===== src/rtl/adder_seq_n_if.sv =====
// adder_seq_n_if: request/response bundle for the digit-serial adder/subtractor.
//   start, a, b, cin, sub : request side, driven by the controller (master)
//   busy, done            : status, driven by the adder (slave)
//   sum, cout, ovf        : registered result, driven by the adder (slave)
// WIDTH must match the WIDTH of the adder_seq_n instance it is attached to.
interface adder_seq_n_if #(
    parameter int WIDTH = 16
);
    logic             start;
    logic [WIDTH-1:0] a;
    logic [WIDTH-1:0] b;
    logic             cin;
    logic             sub;
    logic             busy;
    logic             done;
    logic [WIDTH-1:0] sum;
    logic             cout;
    logic             ovf;

    modport master (
        output start, a, b, cin, sub,
        input  busy, done, sum, cout, ovf
    );

    modport slave (
        input  start, a, b, cin, sub,
        output busy, done, sum, cout, ovf
    );
endinterface


===== src/rtl/adder_seq_n.sv =====
// adder_seq_n: digit-serial adder/subtractor, DIGIT bits per clock through one
// DIGIT-bit adder slice. Computes a+b+cin (sub=0) or a-b-cin (sub=1).
//   clk   : rising-edge clock
//   rst_n : asynchronous active-low reset
//   bus   : adder_seq_n_if.slave
//           start/a/b/cin/sub sampled when a start is accepted (IDLE or DONE)
//           busy high for N = WIDTH/DIGIT cycles, done a one-cycle pulse after
//           which sum/cout/ovf hold the registered result
// Latency from the accepting edge to done is N+1 edges; start held high gives
// one result every N+1 cycles. WIDTH must be an integer multiple of DIGIT.
module adder_seq_n #(
    parameter int WIDTH = 16,
    parameter int DIGIT = 4
) (
    input  logic         clk,
    input  logic         rst_n,
    adder_seq_n_if.slave bus
);
    localparam int N     = WIDTH / DIGIT;
    localparam int CNT_W = (N > 1) ? $clog2(N) : 1;
    localparam logic [CNT_W-1:0] LAST_DIGIT = CNT_W'(N - 1);

    typedef enum logic [1:0] {
        IDLE = 2'd0,
        RUN  = 2'd1,
        DONE = 2'd2
    } state_t;

    state_t           state_reg;
    // The A shift register doubles as the working sum register: each edge one
    // digit of A leaves at the bottom and one digit of sum enters at the top,
    // so after N digits it holds the complete result.
    logic [WIDTH-1:0] a_reg;
    logic [WIDTH-1:0] b_reg;
    logic             carry_reg;
    logic [CNT_W-1:0] cnt_reg;
    logic [WIDTH-1:0] sum_reg;
    logic             cout_reg;
    logic             ovf_reg;
    logic             busy_reg;
    logic             done_reg;

    logic [DIGIT:0]   digit_full;
    logic [DIGIT-1:0] digit_sum;
    logic             digit_cout;
    logic             digit_cmsb;
    logic [WIDTH-1:0] a_next;
    logic [WIDTH-1:0] b_next;

    // Single DIGIT-bit adder slice.
    always_comb begin
        digit_full = {1'b0, a_reg[DIGIT-1:0]} + {1'b0, b_reg[DIGIT-1:0]}
                   + {{DIGIT{1'b0}}, carry_reg};
        digit_sum  = digit_full[DIGIT-1:0];
        digit_cout = digit_full[DIGIT];
        // Carry into the slice MSB, recovered from the MSB sum bit.
        digit_cmsb = digit_sum[DIGIT-1] ^ a_reg[DIGIT-1] ^ b_reg[DIGIT-1];
    end

    generate
        if (DIGIT == WIDTH) begin : g_single
            assign a_next = digit_sum;
            assign b_next = '0;
        end else begin : g_serial
            assign a_next = {digit_sum, a_reg[WIDTH-1:DIGIT]};
            assign b_next = {{DIGIT{1'b0}}, b_reg[WIDTH-1:DIGIT]};
        end
    endgenerate

    always_ff @(posedge clk or negedge rst_n) begin
        if (!rst_n) begin
            state_reg <= IDLE;
            a_reg     <= '0;
            b_reg     <= '0;
            carry_reg <= 1'b0;
            cnt_reg   <= '0;
            sum_reg   <= '0;
            cout_reg  <= 1'b0;
            ovf_reg   <= 1'b0;
            busy_reg  <= 1'b0;
            done_reg  <= 1'b0;
        end else begin
            case (state_reg)
                IDLE, DONE: begin
                    done_reg <= 1'b0;
                    if (bus.start) begin
                        a_reg     <= bus.a;
                        // Subtraction as a + ~b + 1: invert B and seed the
                        // carry so a borrow-in becomes "no +1".
                        b_reg     <= bus.b ^ {WIDTH{bus.sub}};
                        carry_reg <= bus.cin ^ bus.sub;
                        cnt_reg   <= '0;
                        busy_reg  <= 1'b1;
                        state_reg <= RUN;
                    end else begin
                        state_reg <= IDLE;
                    end
                end
                RUN: begin
                    a_reg     <= a_next;
                    b_reg     <= b_next;
                    carry_reg <= digit_cout;
                    cnt_reg   <= cnt_reg + CNT_W'(1);
                    if (cnt_reg == LAST_DIGIT) begin
                        sum_reg   <= a_next;
                        cout_reg  <= digit_cout;
                        ovf_reg   <= digit_cmsb ^ digit_cout;
                        busy_reg  <= 1'b0;
                        done_reg  <= 1'b1;
                        state_reg <= DONE;
                    end
                end
                default: begin
                    state_reg <= IDLE;
                    busy_reg  <= 1'b0;
                    done_reg  <= 1'b0;
                end
            endcase
        end
    end

    assign bus.busy = busy_reg;
    assign bus.done = done_reg;
    assign bus.sum  = sum_reg;
    assign bus.cout = cout_reg;
    assign bus.ovf  = ovf_reg;
endmodule


===== src/flat_wrapper.sv =====
// flat-port wrapper written by rule: the top's interface ports become plain ports
module adder_seq_n_flat 
#(
    parameter int WIDTH = 16,
    parameter int DIGIT = 4
)
  (clk, rst_n, bus_start, bus_a, bus_b, bus_cin, bus_sub, bus_busy, bus_done, bus_sum, bus_cout, bus_ovf);
  adder_seq_n_if #(.WIDTH(WIDTH)) bus_i ();
  input  logic clk;
  input  logic rst_n;
  input wire logic [$bits(bus_i.start)-1:0] bus_start;
  input wire logic [$bits(bus_i.a)-1:0] bus_a;
  input wire logic [$bits(bus_i.b)-1:0] bus_b;
  input wire logic [$bits(bus_i.cin)-1:0] bus_cin;
  input wire logic [$bits(bus_i.sub)-1:0] bus_sub;
  output wire logic [$bits(bus_i.busy)-1:0] bus_busy;
  output wire logic [$bits(bus_i.done)-1:0] bus_done;
  output wire logic [$bits(bus_i.sum)-1:0] bus_sum;
  output wire logic [$bits(bus_i.cout)-1:0] bus_cout;
  output wire logic [$bits(bus_i.ovf)-1:0] bus_ovf;
  assign bus_i.start = bus_start;
  assign bus_i.a = bus_a;
  assign bus_i.b = bus_b;
  assign bus_i.cin = bus_cin;
  assign bus_i.sub = bus_sub;
  assign bus_busy = bus_i.busy;
  assign bus_done = bus_i.done;
  assign bus_sum = bus_i.sum;
  assign bus_cout = bus_i.cout;
  assign bus_ovf = bus_i.ovf;
  adder_seq_n #(.WIDTH(WIDTH), .DIGIT(DIGIT)) u_core (.clk(clk), .rst_n(rst_n), .bus(bus_i));
endmodule

===== config.mk =====
export PLATFORM = sky130hd
export DESIGN_NAME = adder_seq_n_flat
export DESIGN_NICKNAME = d
export VERILOG_FILES = /design/src/rtl/adder_seq_n_if.sv /design/src/rtl/adder_seq_n.sv /design/src/flat_wrapper.sv
export SDC_FILE = /design/constraint.sdc
export NUM_CORES = 1
export LEC_CHECK = 0
export ABC_AREA = 1
export BUFFER_PORTS_ARGS = -buffer_cell sky130_fd_sc_hd__clkbuf_2
export CAP_MARGIN = 20
export CORE_UTILIZATION = 48
export CTS_BUF_LIST = sky130_fd_sc_hd__clkbuf_2 sky130_fd_sc_hd__clkbuf_4 sky130_fd_sc_hd__clkbuf_8
export DETAILED_ROUTE_END_ITERATION = 12
export MAX_ROUTING_LAYER = met4
export PLACE_DENSITY = 0.72
export SLEW_MARGIN = 20
export SYNTH_ARGS = -nofsm -noshare
export SYNTH_HDL_FRONTEND = slang
export SYNTH_SLANG_ARGS = --single-unit

===== constraint.sdc =====
create_clock -name clk -period 2.7 [get_ports clk]
set_clock_uncertainty 0.15 [all_clocks]
set_input_delay 0.27 -clock clk [delete_from_list [all_inputs] [get_ports clk]]
set_output_delay 0.27 -clock clk [all_outputs]
set_load 0.05 [all_outputs]

# After elaboration in Yosys (flattened, before gate mapping)
# Index checks and enable logic that the tools add are counted.
[classes] n_addsub=3 eq_ne=5 n_mux=16 bitwise_logic=5 reduce_logical=6
[op_table] cell="$pmux 16 s2" count=2
[op_table] cell="$mux 16" count=2
[op_table] cell="$xor 16x16->16" count=1
[op_table] cell="$pmux 2 s2" count=2
[op_table] cell="$mux 1" count=6
[op_table] cell="$reduce_and 2->1" count=3
[op_table] cell="$add 4x4->5" count=1
[op_table] cell="$add 5x1->5" count=1
[op_table] cell="$eq 2x2->1 const B" count=2
[op_table] cell="$mux 2" count=2
[op_table] cell="$pmux 1 s2" count=2
[op_table] cell="$xor 1x1->1" count=4
[op_table] cell="$add 2x1->2 const B" count=1
[op_table] cell="$eq 2x1->1 const B" count=1
[op_table] cell="$logic_not 2->1" count=1
[op_table] cell="$ne 2x1->1 const B" count=1
[op_table] cell="$ne 2x2->1 const B" count=1
[op_table] cell="$reduce_bool 2->1" count=1
[op_table] cell="$reduce_or 2->1" count=1
[totals] ff_bits=57 in_bits=37 output_inout_bits=20 wordCells=45

# Depth between registers and ports, before layout
# Gate-level depths: netlist of the first run.
[depth] depth_word=5 mapped_depth=9 depth_no_buf=9

# Least setup slack after synthesis of the first run
# Ideal clock, no wire load.
[synth_path] kind="register to register" startpoint="register u_core.carry_reg" endpoint="register u_core.ovf_reg, in the netlist u_core.bus.ovf" setup_ps=125 t_arrival_ps=1633 path_slack_ps=792 stages_incl_launch_ff=9 n_path_buf=0 period_less_slack_ps=1908 path_cell_list="dfrtp_1 > fa_1 > fa_1 > nand3_1 > nand2_1 > nand2_1 > nand2_1 > nand3_1 > nand3_1"
[synth_via] elab_chain_cells=4
[synth_lines] element="start, declared" line="adder_seq_n.sv:35" source="logic carry_reg;"
[synth_lines] element="start signal, assigned" line="adder_seq_n.sv:91" source="carry_reg <= bus.cin ^ bus.sub;"
[synth_lines] element="start signal, assigned" line="adder_seq_n.sv:102" source="carry_reg <= digit_cout;"
[synth_lines] element="$add 5x1->5 *" line="adder_seq_n.sv:53" source="+ {{DIGIT{1'b0}}, carry_reg};"
[synth_lines] element="$xor 1x1->1 (2 in series)" line="adder_seq_n.sv:57" source="digit_cmsb = digit_sum[DIGIT-1] ^ a_reg[DIGIT-1] ^ b_reg[DIGIT-1];"
[synth_lines] element="$xor 1x1->1 *" line="adder_seq_n.sv:107" source="ovf_reg <= digit_cmsb ^ digit_cout;"
[synth_lines] element="end signal, assigned" line="adder_seq_n.sv:107"
[synth_lines] element="end, declared" line="adder_seq_n.sv:39" source="logic ovf_reg;"
# Every way passes the cells marked *; elsewhere a longest branch is shown, timed or not.
# A chain may end at the register's enable or synchronous reset.

# Worst setup path after layout of the first run
# Same ends and word-level chain as after synthesis.

==> metrics.txt, run 1 <==
status finished clean; clock-pin slew on the worst setup and hold paths 0.09 ns; Finished Core Util 0.589; H-tree Lvls 2; synthesized area 2640 um2; top-area cell type share of the netlist area 0.532; Yosys warning total 0; Port Buffers 56; Rel. slew slack 0.533; fin area 3070 um2; CTS Sinks 56; reg2reg end u_core.bus.ovf; top achievable clock speed 489 MHz; Pleak 1.53 nW; total global routing overflow 0; post-place setup slack 0.679 ns; CTS Buf Count 5; Final Wtd Congestion 0.807; Hold Crit Class in2reg; Final HPWL DP 3530 um; I/O Pins 57; Worst R2R Start u_core.carry_reg; Critical path destination u_core.bus.ovf; clock latency on the worst-skew pair 0.31 ns; setup tns final 0 ns; crit path launch type flop; Synth area leader dfrtp_1; Synth Instances 271; register area share after synthesis 0.532; first-pass GRT wire length 8790 um; worst vdd ir 0.720 mV; DRC viols 0; Power Density 1370 nW/um2; RSZ-0062 raised after global routing false; # diodes 0; HP Start bus_a[10]; Hold Vio Cnt, Final 0; worst-path maximum fanout 3; WP data required 2.75 ns; Worst Setup End Kind flop; die width 76.1 um; Buffers & Inverters on Critical Path 0; FF-to-FF setup slack 0.66 ns; CTS tree done; Pins Over Slew Limit 0; #FFs+latches synth 56; Crit Path Class reg2reg; share of cells above drive strength 1 0.241; syn nets 314; overall routed net length 5190 um; most common cell after layout, fill and taps aside nand2_1; initial antenna violation count 0; Worst Tran Pin Value 0.701 ns; Tmin final 2.04 ns; vias in the first global route 1910; Final setup viols 0; synthesized area per cell 9.73 um2; Antenna Violating Nets Remaining 0; largest net degree at the start of global routing 57; most frequent cells in the layout nand2_1, clkbuf_2, dfrtp_1; die area 5790 um2; part of the cycle the worst path needs 0.757; Die Span Y 76.1 um; Core Area 5200 um2; DR WL/cell 13.2 um; initial drt markers 133; Initial Util 0.506; drt pass-1 iters 4; reg2reg path depth 8; Via density 5.17; CP startpoint u_core.carry_reg; top cells by area, synth dfrtp_1, nand2_1, nand3_1; CP Cell Sequence fa_1 -> fa_1 -> nand3_1 -> nand2_1 -> nand2_1 -> nand2_1 -> nand3_1 -> nand3_1; crit path DAT 2.09 ns; Via Count 2033; CTS max path bufs 2; Top delay family on crit path adder cells; Fillers 493; # rows 26; WP depth 8; Area Growth Syn to Fin 16.3%; post_cts resized 0; CP max stage cell fa_1; post-place instance area 2930 um2; crit-path max cell delay 0.47 ns; Max-Cap Viols 0; Net count, final 365; count of cell types in the netlist 26; final worst setup slack 0.657 ns; total global-route track usage 0.200; CTS root buf clkbuf_8
-- worst min-delay path by stage --
stage,end,cells after the start
CTS,u_core.a_reg[10],3
global route,u_core.a_reg[8],3
detailed placement,u_core.bus.sum[0],2
global placement,u_core.bus.sum[6],2
finish,u_core.a_reg[10],3
floorplan,u_core.a_reg[0],0
-- layout make-up --
class                   instances  area, um2  share of cell area
multi-input cells             170       1030               0.335
clock buffers                   7       96.3              0.0314
inverters                      30        118              0.0384
flip-flops and latches         56       1400               0.457
repair buffers                 59        305              0.0996
well taps                      70       87.6              0.0286
clock inverters                 1       30.0             0.00980
-- stage by stage --
| step | power, mW | instances | hold WS [ns] |
|---|---|---|---|
| after floorplan | 3.21 | 271 | -0.176 |
| after global placement | 3.57 | 384 | 0.296 |
| after detailed placement | 3.64 | 384 | 0.298 |
| after CTS | 4.23 | 393 | 0.0527 |
| after global routing | 4.54 | 393 | 0.0492 |
| final | 4.20 | 393 | 0.0568 |
-- power breakdown --
group	total, mW	switching (mW)	internal [mW]
Clock	0.589	0.261	0.327
Combinational	2.16	1.51	0.643
Sequential	1.45	0.202	1.25
Total	4.20	1.98	2.22
-- logic make-up (layout without fill, tap and decap cells) --
| kind of cell | count (synthesis) | after routing | share of synthesized area |
|---|---|---|---|
| AND/OR/NAND/NOR | 94 | 94 | 0.158 |
| XOR/XNOR | 14 | 14 | 0.0465 |
| adder cells (fa/ha/maj) | 6 | 6 | 0.0342 |
| buffers and inverters | 45 | 97 | 0.0788 |
| AO/OA/AOI/OAI | 56 | 56 | 0.151 |
| flip-flops | 56 | 56 | 0.532 |
-- cell usage after synthesis --
cell type,count
inv_1,27
buf_6,3
fa_1,2
nand3_1,25
buf_2,9
a21oi_1,7
o221ai_1,14
dfrtp_1,56
o211ai_2,4
nand2_1,62
ha_1,4
clkbuf_1,3
o21ai_0,18
nand2_2,2
o221ai_2,1
o211ai_1,7
inv_4,2
nor2_1,2
xnor2_1,13
xor2_1,1
nand2_4,1
a22o_1,1
nor2_8,1
nand4_1,1
inv_2,1
o22ai_1,4
-- metal layers --
| metal | share of wire | global-route usage | up-vias |
|---|---|---|---|
| met5 | 0 | - | - |
| met4 | 0.013 | 0.0635 | 0 |
| met3 | 0.046 | 0.0395 | 6 |
| met2 | 0.46 | 0.313 | 61 |
| met1 | 0.49 | 0.263 | 958 |
| li1 | - | - | 1008 |
-- timing repair --
item                                   4_1_cts  5_1_grt
hold buffers                                 1        0
endpoints found under the hold margin       56        0
setup buffers                                0        0
-- worst register-to-register path, cell delays in order, from the launching register on --
cell     delay (ns)
dfrtp_1        0.42
fa_1           0.47
fa_1           0.41
nand3_1        0.12
nand2_1        0.10
nand2_1        0.08
nand2_1        0.06
nand3_1        0.07
nand3_1        0.07
Note: power is estimated with default switching activity, not from simulation.
==> inputs of run 2 (changes only) <==
==> constraint.sdc (replaced) <==
create_clock -name clk -period 2.1 [get_ports clk]
set_clock_uncertainty 0.15 [all_clocks]
set_input_delay 0.21 -clock clk [delete_from_list [all_inputs] [get_ports clk]]
set_output_delay 0.21 -clock clk [all_outputs]
set_load 0.05 [all_outputs]
==> run 2 against run 1 <==
The run now ends with hold timing left. Critical path depth unchanged. Routed wire length increased by 2.3%. Design area increased by 0.65%. Flip-flop and latch count unchanged. Clock power decreased by 3%. Final cell count increased by 1.3%. Sequential share of layout area decreased by 0.30 points. Sequential power increased by 30%. Maximum frequency increased by 6.0%. Highest routed layer unchanged.
==> metrics.txt, run 2 (same netlist as run 1, synthesis figures left out) <==
status finished, violations left; failing checks hold timing; Net count, final 371 (+1.6%); Tmin final 1.93 ns (-0.117 ns); Final setup viols 0 (unchanged); share of cells above drive strength 1 0.256 (+0.0146); WP data required 2.15 ns (-0.60 ns); setup tns final 0 ns (unchanged); initial antenna violation count 0 (unchanged); total global-route track usage 0.207 (+0.00741); Core Area 5200 um2 (unchanged); Pins Over Slew Limit 0 (unchanged); Initial Util 0.506 (unchanged); H-tree Lvls 2 (unchanged); Fillers 490 (-0.61%); reg2reg path depth 8 (unchanged); crit path DAT 1.98 ns (-0.11 ns); Max-Cap Viols 0 (unchanged); CTS root buf clkbuf_8; Final Wtd Congestion 0.823 (+1.9%); worst hold stages 3 (unchanged); I/O Pins 57 (unchanged); Via Count 2075 (+2.1%); Final HPWL DP 3730 um (+5.6%); largest net degree at the start of global routing 57 (unchanged); most common cell after layout, fill and taps aside nand2_1; vias in the first global route 1963 (+2.8%); Via density 5.21 (+0.78%); Crit Path Class reg2reg; Area Growth Syn to Fin 17.0%; CTS tree done; part of the cycle the worst path needs 0.918 (+0.161); Worst Tran Pin Value 0.479 ns (-0.221 ns); first-pass GRT wire length 9240 um (+5.1%); CP max stage cell dfrtp_1; die area 5790 um2 (unchanged); most frequent cells in the layout nand2_1, clkbuf_2, dfrtp_1; DR WL/cell 13.4 um (+1.0%); Hold Slack -0.00194 ns (-0.0588 ns); Worst Setup End Kind flop; clock latency on the worst-skew pair 0.31 ns (about the same); clock-pin slew on the worst setup and hold paths 0.09 ns (about the same); CTS Sinks 56 (unchanged); drt pass-1 iters 4 (unchanged); # Post-CTS Setup Buffers 0 (unchanged); # diodes 0 (unchanged); worst-path maximum fanout 3 (unchanged); initial drt markers 95 (-29%); overall routed net length 5310 um (+2.3%); CTS Buf Count 5 (unchanged); worst vdd ir 0.649 mV (-9.9%); CP Cell Sequence fa_2 -> fa_2 -> nand3_1 -> nand2_1 -> nand2_1 -> nand2_1 -> nand3_1 -> nand3_1; CTS max path bufs 2 (unchanged); total global routing overflow 0 (unchanged); top achievable clock speed 519 MHz (+6.0%); RSZ-0062 raised after global routing false; # rows 26 (unchanged); Antenna Violating Nets Remaining 0 (unchanged); crit path launch type flop; Hold Crit Class in2reg; Power Density 1720 nW/um2 (+26%); Rel. slew slack 0.680 (+0.148); Die Span Y 76.1 um (unchanged); Port Buffers 56 (unchanged); die width 76.1 um (unchanged); Hold Vio Cnt, Final 2 (+2); crit-path max cell delay 0.42 ns (-0.05 ns); DRC viols 0 (unchanged); Pleak 1.54 nW (+0.61%)
==> run 2: cell types whose count changed in the layout (fill, tap and decap cells not counted), sizes merged <==
cell | previous run | this run
clkbuf | 63 | 62
dlygate4sd3 | 1 | 2
bufinv | 1 | 0
buf | 2 | 7
clkinv | 0 | 1
==> run 2: final timing paths <==
check / from / end / slack, ns
worst max-delay path: u_core.carry_reg / u_core.bus.ovf / 0.17
worst min-delay path: bus_b[7] / u_core.b_reg[7] / -0.002
worst max register to register: u_core.carry_reg / u_core.bus.ovf / 0.17
worst min register to register: u_core.bus.busy / u_core.bus.busy / 0.33
max in group asynchronous: rst_n / u_core.b_reg[11] / 1.27
min in group asynchronous: rst_n / u_core.bus.sum[10] / 0.29
==> run 2: per-stage QoR <==
| step | std cells | utilization | total power, mW | instance area [um2] | setup slack (ns) |
|---|---|---|---|---|---|
| after detailed placement | 389 | 0.572 | 4.76 | 2980 | 0.0821 |
| final | 398 | 0.593 | 5.31 | 3090 | 0.173 |
| after global placement | 389 | 0.572 | 4.68 | 2980 | 0.131 |
| after CTS | 398 | 0.592 | 5.34 | 3080 | 0.0553 |
| after floorplan | 271 | - | 4.13 | 2640 | 0.192 |
| after global routing | 398 | 0.593 | 5.77 | 3090 | 0.0321 |
==> run 2: layer usage <==
layer / GRT usage / wire length, um / vias up
li1: - / - / 1025
met1: 0.271 / 2560 / 990
met2: 0.333 / 2470 / 54
met3: 0.0419 / 223 / 6
met4: 0.0519 / 60 / 0
met5: - / 0 / -
==> run 2: area by class of cell <==
class	instances	area, um2	area share
Clock inverter	1	5.00	0.00162
Multi-Input combinational cell	170	1030	0.335
Clock buffer	6	76.3	0.0247
Tap cell	70	87.6	0.0284
Sequential cell	56	1400	0.454
Timing Repair Buffer	65	365	0.118
Inverter	30	118	0.0381
==> run 2: worst max-delay path: cells and delay by family, from the launching register on <==
family        cells  cell delay (ns)
fa+ha+maj         2             0.77
flops             1             0.42
simple gates      6             0.49
==> run 2: where the power goes <==
part,total (mW),switching [mW],internal (mW)
Combinational,2.86,1.96,0.900
Sequential,1.88,0.271,1.61
Clock,0.574,0.333,0.241
==> run 2: timing repair <==
item / CTS / global route
resized for setup: 0 / 2
endpoints found under the hold margin: 57 / 0
setup endpoints to repair: 0 / 1
hold buffers: 2 / 0
